--- src/rtl/imem_pkg.sv ---
// rtl/imem_pkg.sv - shared encodings for the instruction-memory port arbiter
package imem_pkg;

   // Response owner tag carried alongside each accepted read
   localparam logic OWN_F = 1'b0;
   localparam logic OWN_D = 1'b1;

   // Arbitration FSM states
   localparam logic [0:0] ST_PRI_F   = 1'b0;
   localparam logic [0:0] ST_FORCE_D = 1'b1;

   localparam int DEFAULT_MEM_LATENCY = 1;

   typedef struct packed {
      logic valid;
      logic owner;
   } tag_t;

endpackage

--- src/rtl/imem_tag_pipe.sv ---
// rtl/imem_tag_pipe.sv - valid/owner delay line matching the memory read latency
module imem_tag_pipe
   import imem_pkg::*;
#(
   parameter int DEPTH = DEFAULT_MEM_LATENCY
) (
   input  logic clk,
   input  logic rst_n,
   input  logic in_valid,
   input  logic in_owner,
   output logic out_valid,
   output logic out_owner
);

   tag_t stage [DEPTH];

   // Shift the accept tag one stage per cycle; reset drops everything in flight
   always_ff @(posedge clk or negedge rst_n) begin
      if (!rst_n) begin
         for (int i = 0; i < DEPTH; i++) begin
            stage[i] <= '0;
         end
      end else begin
         stage[0] <= '{valid: in_valid, owner: in_owner};
         for (int i = 1; i < DEPTH; i++) begin
            stage[i] <= stage[i-1];
         end
      end
   end

   assign out_valid = stage[DEPTH-1].valid;
   assign out_owner = stage[DEPTH-1].owner;

endmodule

--- src/rtl/imem_port_arbiter.sv ---
// rtl/imem_port_arbiter.sv - fetch-priority arbiter for the shared instruction-memory read port
module imem_port_arbiter
   import imem_pkg::*;
#(
   parameter int AW           = 30,
   parameter int DW           = 32,
   parameter int MEM_LATENCY  = DEFAULT_MEM_LATENCY,
   parameter int STARVE_LIMIT = 8
) (
   input  logic          clk,
   input  logic          rst,
   input  logic          f_req,
   input  logic [AW-1:0] f_addr,
   output logic          f_gnt,
   output logic          f_rvalid,
   output logic [DW-1:0] f_rdata,
   input  logic          d_req,
   input  logic [AW-1:0] d_addr,
   output logic          d_gnt,
   output logic          d_rvalid,
   output logic [DW-1:0] d_rdata,
   output logic [AW-1:0] mem_addr,
   input  logic [DW-1:0] mem_inst
);

   localparam int CW = $clog2(STARVE_LIMIT) + 1;

   logic [0:0]    state, state_nxt;
   logic [CW-1:0] starve_cnt, cnt_nxt;
   logic [AW-1:0] addr_q;
   logic          tag_valid, tag_owner;

   // Grant decode: fetch wins in PRI_F, debug wins for the one forced cycle
   always_comb begin
      f_gnt = 1'b0;
      d_gnt = 1'b0;
      if (state == ST_FORCE_D) begin
         d_gnt = d_req;
         f_gnt = f_req && !d_req;
      end else begin
         f_gnt = f_req;
         d_gnt = d_req && !f_req;
      end
   end

   // Next state and starvation count; the counter saturates rather than wrapping
   always_comb begin
      state_nxt = state;
      cnt_nxt   = starve_cnt;
      if (state == ST_FORCE_D) begin
         state_nxt = ST_PRI_F;
         cnt_nxt   = '0;
      end else if (d_gnt) begin
         cnt_nxt = '0;
      end else if (d_req) begin
         if (starve_cnt == CW'(STARVE_LIMIT - 1)) begin
            state_nxt = ST_FORCE_D;
         end
         if (starve_cnt != '1) begin
            cnt_nxt = starve_cnt + 1'b1;
         end
      end
   end

   // Arbitration state and last-issued address
   always_ff @(posedge clk or negedge rst) begin
      if (!rst) begin
         state      <= ST_PRI_F;
         starve_cnt <= '0;
         addr_q     <= '0;
      end else begin
         state      <= state_nxt;
         starve_cnt <= cnt_nxt;
         addr_q     <= mem_addr;
      end
   end

   // Idle cycles repeat the previous address so the memory input stays quiet
   assign mem_addr = f_gnt ? f_addr : (d_gnt ? d_addr : addr_q);

   imem_tag_pipe #(
      .DEPTH(MEM_LATENCY)
   ) u_tag_pipe (
      .clk      (clk),
      .rst_n    (rst),
      .in_valid (f_gnt || d_gnt),
      .in_owner (d_gnt ? OWN_D : OWN_F),
      .out_valid(tag_valid),
      .out_owner(tag_owner)
   );

   assign f_rvalid = tag_valid && (tag_owner == OWN_F);
   assign d_rvalid = tag_valid && (tag_owner == OWN_D);
   assign f_rdata  = f_rvalid ? mem_inst : '0;
   assign d_rdata  = d_rvalid ? mem_inst : '0;

endmodule

--- config.mk ---
export PLATFORM = sky130hd
export DESIGN_NAME = imem_port_arbiter
export DESIGN_NICKNAME = d
export VERILOG_FILES = /design/src/rtl/imem_pkg.sv /design/src/rtl/imem_tag_pipe.sv /design/src/rtl/imem_port_arbiter.sv
export SDC_FILE = /design/constraint.sdc
export NUM_CORES = 1
export LEC_CHECK = 0
export ABC_AREA = 1
export ABC_CLOCK_PERIOD_IN_PS = 1300
export CAP_MARGIN = 5
export CORE_ASPECT_RATIO = 1.5
export CORE_MARGIN = 3
export CORE_UTILIZATION = 34
export CTS_BUF_LIST = sky130_fd_sc_hd__clkbuf_2 sky130_fd_sc_hd__clkbuf_4 sky130_fd_sc_hd__clkbuf_8
export DETAILED_ROUTE_END_ITERATION = 8
export GPL_ROUTABILITY_DRIVEN = 0
export PLACE_DENSITY = 0.84
export SLEW_MARGIN = 20
export SYNTH_ARGS = -nofsm -noshare
export SYNTH_HDL_FRONTEND = slang
export SYNTH_SLANG_ARGS = --single-unit
--- constraint.sdc ---
create_clock -name clk -period 1.3 [get_ports clk]
set_input_delay 0.195 -clock clk [delete_from_list [all_inputs] [get_ports clk]]
set_output_delay 0.195 -clock clk [all_outputs]
set_load 0.01 [all_outputs]
==> out/metrics.yaml, run 1 <==
synth:
  async_reset_ff_frac: 1.00
  ys_seq_area_frac: 0.394
  ys_types: 16
  netlist_area_sq_um: 2350
  avgSynthCellArea_sq_um: 6.30
  ys.flop_type: "dfrtp_1"
  synth_top_area_frac: 0.394
  syn_nets: 470
  yosysTopAreaCell: "dfrtp_1"
  synth_edf_count: 0
  synth_warnings: 0
  synth_seq_cells: 37
  synthTopCellsByArea: "dfrtp_1 (39%), nor2_1 (21%), inv_1 (11%), nand2_1 (11%), nand3b_1 (9.6%)"
  syn_inst: 373
routing:
  wire_per_inst_um: 25.8
  first_iter_violations: 329
  drc: 0
  drt-total-wl_um: 18400
  drtAntennaViolNets: 0
  vias: 4106
  via_per_inst: 5.74
  drt_first_pass_iters: 6
place:
  place_hpwl_um: 7480
  dp_cells: 647
  place_ws_ns: -0.849
  portBuffers: 193
sta:
  period_share: 1.54
  whs_ns: 0.456
  fin_worst_skew_ns: 0.00614
  setup_viol: 131
  fin_crit_ns: 2.00
  setup_ws_ns: -0.700
  hold_viol: 0
  tightest_slew_ns: 0.304
  fmax_mhz: 500
  rsz0062_at_grt: "yes"
  drv_slew: 0
  max_slew_margin: 0.797
pwr:
  ir_worst_vdd_uv: 794
  p_total_mw: 4.31
  leakage_nw: 3.09
  powerDensity_nw_per_um2: 682
clock_tree:
  clk_pin_slew_ns: 0.08
  numCtsBuffers: 5
  cts_buffer_depth: 2
  cts_tree: "built"
  root_buffer: "clkbuf_8"
  insertion_delay_ns: 0.30
  cts_sinks: 37
  h-tree-depth: 2
die:
  pin_count: 194
  row_count: 36
  initial_core_util: 0.355
  placeableCoreArea_sq_um: 6620
  dieArea_sq_um: 7960
  die_w_um: 73.9
  die_h_um: 108
cells_and_area:
  final_util: 0.955
  diodes: 0
  finalNetCount: 735
  areaGrowthSynthToFinish_pct: 169
  layout-drive-gt1-share: 0.549
  fin_cells: 715
critical_path:
  r2r_start: "state"
  required_ns: 1.11
  cpPeakStageDelay_ns: 0.42
  path_max_fanout: 5
  critPathKind: "register to output pin"
  crit_top_cell: "nand2_1"
  r2r-end: "addr_q[24]"
  slowest_stage: "dfrtp_1"
  arrival_ns: 1.81
  startpoint_type: "register"
  crit_path_end_kind: "output pin"
  cp_cell_sequence: "buf_6, a21oi_4, buf_12, buf_8, buf_16, nand2_1, nand2_1, nor2_1, buf_2"
  cp_num_buf_inv: 5
  regToRegSetupSlack_ns: -0.50
  r2r_cells: 11
  critical-path-top-delay-family: "buffers and inverters"
global_route:
  grt-ovfl-total: 0
  grtUsageTotal: 0.299
  grt_max_degree: 21
  grt_pass1_vias: 3535
  grt_antenna_before_repair: 0
  grt_pass1_wl_um: 17700
run_status:
  violations: "negative setup slack"
  status: "finished, violations left"
worst_hold_path:
  hold_class: "input pin to async pin"
job:
  cap_violations: 0
per-stage QoR:
step                TNS [ns]  cell area [sq um]
floorplan                  0               2350
global placement      -46.91               4530
detailed placement    -49.64               4530
CTS                   -39.46               5290
global route          -53.02               6320
finish                -51.02               6320
registers in the layout (all words and copies together), names as in the netlist:
| register | count |
|---|---|
| addr_q | 30 |
| starve_cnt | 4 |
| state | 1 |
| u_tag_pipe.out_owner | 1 |
| u_tag_pipe.out_valid | 1 |
what timing repair did:
| item | CTS | global route |
|---|---|---|
| cloned | 12 | 1 |
| setup buffers | 38 | 25 |
| hold buffers | 1 | 0 |
| pin swaps | 22 | 29 |
| gates resized for setup | 539 | 245 |
| endpoints found under the setup margin | 105 | 129 |
| endpoints found under the hold margin | 37 | 0 |
per-layer routing:
| layer | GRT usage | up-vias | routed length, um |
|---|---|---|---|
| met4 | 0.152 | 0 | 1700 |
| met1 | 0.259 | 1916 | 5480 |
| li1 | - | 1618 | - |
| met3 | 0.0925 | 151 | 2010 |
| met2 | 0.581 | 421 | 9250 |
| met5 | 0 | - | 0 |
layout by cell type (no fill, tap or decap), drive strengths merged:
| cell | Yosys | routed |
|---|---|---|
| a21oi | 3 | 3 |
| buf | 10 | 180 |
| clkbuf | 8 | 7 |
| clkdlybuf4s50 | 0 | 92 |
| clkinv | 0 | 2 |
| dfrtp | 37 | 37 |
| dlygate4sd2 | 0 | 2 |
| dlygate4sd3 | 0 | 1 |
| ha | 1 | 1 |
| inv | 72 | 72 |
| nand2 | 72 | 72 |
| nand3 | 5 | 5 |
| nand3b | 30 | 30 |
| nand4 | 3 | 3 |
| nor2 | 129 | 129 |
| nor3 | 1 | 1 |
| o21ai | 2 | 2 |
worst min-delay path, delay by kind of cell:
family / cells / cell delay, ns
buf+inv: 3 / 0.93
cells in the mapped netlist (2+ instances only):
| cell type | count |
|---|---|
| nor2_1 | 129 |
| inv_1 | 71 |
| nand2_1 | 71 |
| dfrtp_1 | 37 |
| nand3b_1 | 30 |
| buf_2 | 10 |
| clkbuf_1 | 8 |
| nand3_1 | 5 |
| nand4_1 | 3 |
| a21oi_1 | 2 |
| o21ai_0 | 2 |
power breakdown:
part,internal (mW),switching (mW),total (mW)
registers,1.25,0.0703,1.32
logic,1.11,1.04,2.15
clock network,0.393,0.450,0.844
worst max-delay path by stage:
stage          startpoint           end  slack (ns)  cells after the start
5_1_grt             state  mem_addr[22]       -0.72                      9
6_report            state  mem_addr[22]       -0.70                      9
3_5_place_dp        d_req   mem_addr[2]       -0.85                      7
2_1_floorplan       state   mem_addr[0]        0.02                      6
3_3_place_gp        d_req  mem_addr[28]       -0.79                      7
4_1_cts             state  mem_addr[18]       -0.55                      9
cell type report:
| type | count | area, sq um |
|---|---|---|
| clock buffers | 6 | 76.3 |
| multi-input cells | 246 | 1960 |
| well taps | 76 | 95.1 |
| clock inverters | 2 | 10.0 |
| repair buffers | 276 | 2980 |
| fillers | 150 | 300 |
| flip-flops and latches | 37 | 927 |
| inverters | 72 | 275 |
cell families (layout without fill, tap and decap cells):
logic type	count (synthesis)	after routing	share of synthesized area
AOI/OAI and AO/OA	5	5	0.0123
adders and majority gates	1	1	0.00533
buffers and inverters	90	356	0.149
DFF	37	37	0.394
and+or+nand+nor	240	240	0.439
No activity file was read; power rests on OpenSTA's default activity.
==> inputs of run 2 (changes only) <==
SLEW_MARGIN = 10   (was 20)
==> results of run 2 <==
Final layout, timing and power as in run 1 (identical DEF).
==> inputs of run 3 (changes only) <==
REMOVE_ABC_BUFFERS = 1   (was default)
==> out/metrics.yaml, run 3 (synthesized netlist as in run 1, its figures left out) <==
run_status:
  violations: "negative setup slack"
  status: "finished, violations left"
place:
  place_hpwl_um: 7480  # about the same
  place_ws_ns: -0.844  # +0.00447 ns
  portBuffers: 193  # unchanged
  dpl-instance-area_sq_um: 4510  # -0.44%
routing:
  via_per_inst: 4.87  # -15%
  drc: 0  # unchanged
  vias: 3375  # -18%
  wire_per_inst_um: 16.2  # -37%
  first_iter_violations: 61  # -81%
  drt_first_pass_iters: 4  # -2
  drt-total-wl_um: 11200  # -39%
  drtAntennaViolNets: 0  # unchanged
cells_and_area:
  areaGrowthSynthToFinish_pct: 124
  layout_commonest_cell: "clkdlybuf4s50_1"
  finalNetCount: 713  # -3.0%
  largest_reg_flops: 30  # unchanged
  diodes: 0  # unchanged
  top_regs: "addr_q (30), starve_cnt (4)"
  top_register: "addr_q"
  final_cell_mix: "clkdlybuf4s50_1 (92), inv_1 (68), buf_2 (68), nor2_1 (62), buf_6 (59)"
  layout-drive-gt1-share: 0.459  # -0.0906
  fin_area_sq_um: 5260  # -17%
sta:
  fmax_mhz: 562  # +12%
  whs_ns: 0.414  # -0.0420 ns
  tightest_slew_ns: 0.328  # +0.0241 ns
  rsz0062_at_grt: "yes"
  drv_slew: 0  # unchanged
  setup_ws_ns: -0.480  # +0.220 ns
  hold_viol: 0  # unchanged
  fin_crit_ns: 1.78  # -0.220 ns
  period_share: 1.37  # -0.169
  fin_worst_skew_ns: 0.00292  # -0.00321 ns
  setup_viol: 102  # -22%
  max_slew_margin: 0.781  # -0.0161
worst_hold_path:
  hold_class: "input pin to async pin"
critical_path:
  arrival_ns: 1.59  # -0.22 ns
  cp_num_buf_inv: 4  # -1
  startpoint_type: "register"
  slowest_stage: "dfrtp_1"
  cpPeakStageDelay_ns: 0.39  # -0.03 ns
  required_ns: 1.11  # about the same
  cp_cell_sequence: "buf_6, a21oi_4, buf_6, buf_12, nand2_2, nand2_2, nor2_2, buf_2"
  crit_path_end_kind: "output pin"
  critPathKind: "register to output pin"
  path_max_fanout: 8  # +3
  critical-path-top-delay-family: "buffers and inverters"
pwr:
  leakage_nw: 2.71  # -12%
  p_total_mw: 3.71  # -14%
  powerDensity_nw_per_um2: 705  # +3.5%
  ir_worst_vdd_uv: 959  # +21%
clock_tree:
  numCtsBuffers: 5  # unchanged
  cts_tree: "built"
  clk_pin_slew_ns: 0.07  # about the same
  cts_buffer_depth: 2  # unchanged
  root_buffer: "clkbuf_8"
  h-tree-depth: 2  # unchanged
  insertion_delay_ns: 0.30  # about the same
  cts_sinks: 37  # unchanged
die:
  die_h_um: 108  # unchanged
  placeableCoreArea_sq_um: 6620  # unchanged
  initial_core_util: 0.355  # unchanged
  dieArea_sq_um: 7960  # unchanged
  pin_count: 194  # unchanged
  die_w_um: 73.9  # unchanged
  row_count: 36  # unchanged
global_route:
  grt_antenna_before_repair: 1  # +1
  grtUsageTotal: 0.265  # -0.0338
  grt-ovfl-total: 0  # unchanged
  grt_pass1_wl_um: 16000  # -9.2%
  grt_max_degree: 38  # +81%
  grt_pass1_vias: 3305  # -6.5%
job:
  cap_violations: 0  # unchanged
## run 3: cell count changes in the layout (fill, tap and decap cells not counted), moves of 6 or more
cell     before  now
buf_12       13    6
buf_16        9    0
buf_2        34   68
buf_6        97   59
nand2_1      16   30
nand2_2      26   32
nand2_4      29   10
nor2_1       36   62
nor2_2       29   38
nor2_4       64   29
## run 3: final timing paths
path	start	endpoint	slack, ns	depth (start not counted)
worst max-delay path	state	mem_addr[1]	-0.48	8
worst min-delay path	rst	addr_q[10]	0.41	3
worst max register to register	state	addr_q[14]	-0.30	10
worst min register to register	addr_q[12]	addr_q[12]	0.50	2
max in group asynchronous	rst	addr_q[19]	0.69	3
min in group clk	f_req	state	0.43	4
## run 3: layout make-up
type,instances,area [sq um]
multi-input cells,246,1560
fillers,406,1360
well taps,76,95.1
inverters,72,273
flip-flops and latches,37,926
repair buffers,254,2320
clock buffers,8,91.3
## run 3: layer usage
metal	global-route usage	wire, um	up-vias
li1	-	-	1574
met1	0.237	3470	1571
met2	0.487	5980	200
met3	0.125	1410	28
met4	0.114	314	2
met5	0	18	-
## run 3: worst min-delay path, stage by stage
cell	delay, ns
dlygate4sd3_1	0.53
buf_2	0.13
buf_12	0.22
## run 3: per-stage QoR
| stage | std cells | utilization | setup TNS, ns |
|---|---|---|---|
| finish | 693 | 0.795 | -31.78 |
| global route | 693 | 0.795 | -38.35 |
| CTS | 687 | 0.712 | -33.66 |
| detailed placement | 646 | 0.680 | -48.06 |
| global placement | 646 | 0.680 | -45.93 |
| floorplan | 355 | - | -38.24 |
## run 3: what timing repair did
action	CTS	global route
pin swaps	16	13
cloned	5	0
setup endpoints to repair	98	122
endpoints found under the hold margin	37	0
gates resized for setup	476	160
buffers inserted	28	13
hold buffers	1	0
## run 3: power breakdown
group          switching (mW)  internal (mW)
combinational           0.731          0.838
sequential             0.0436           1.25
clock                   0.410          0.444
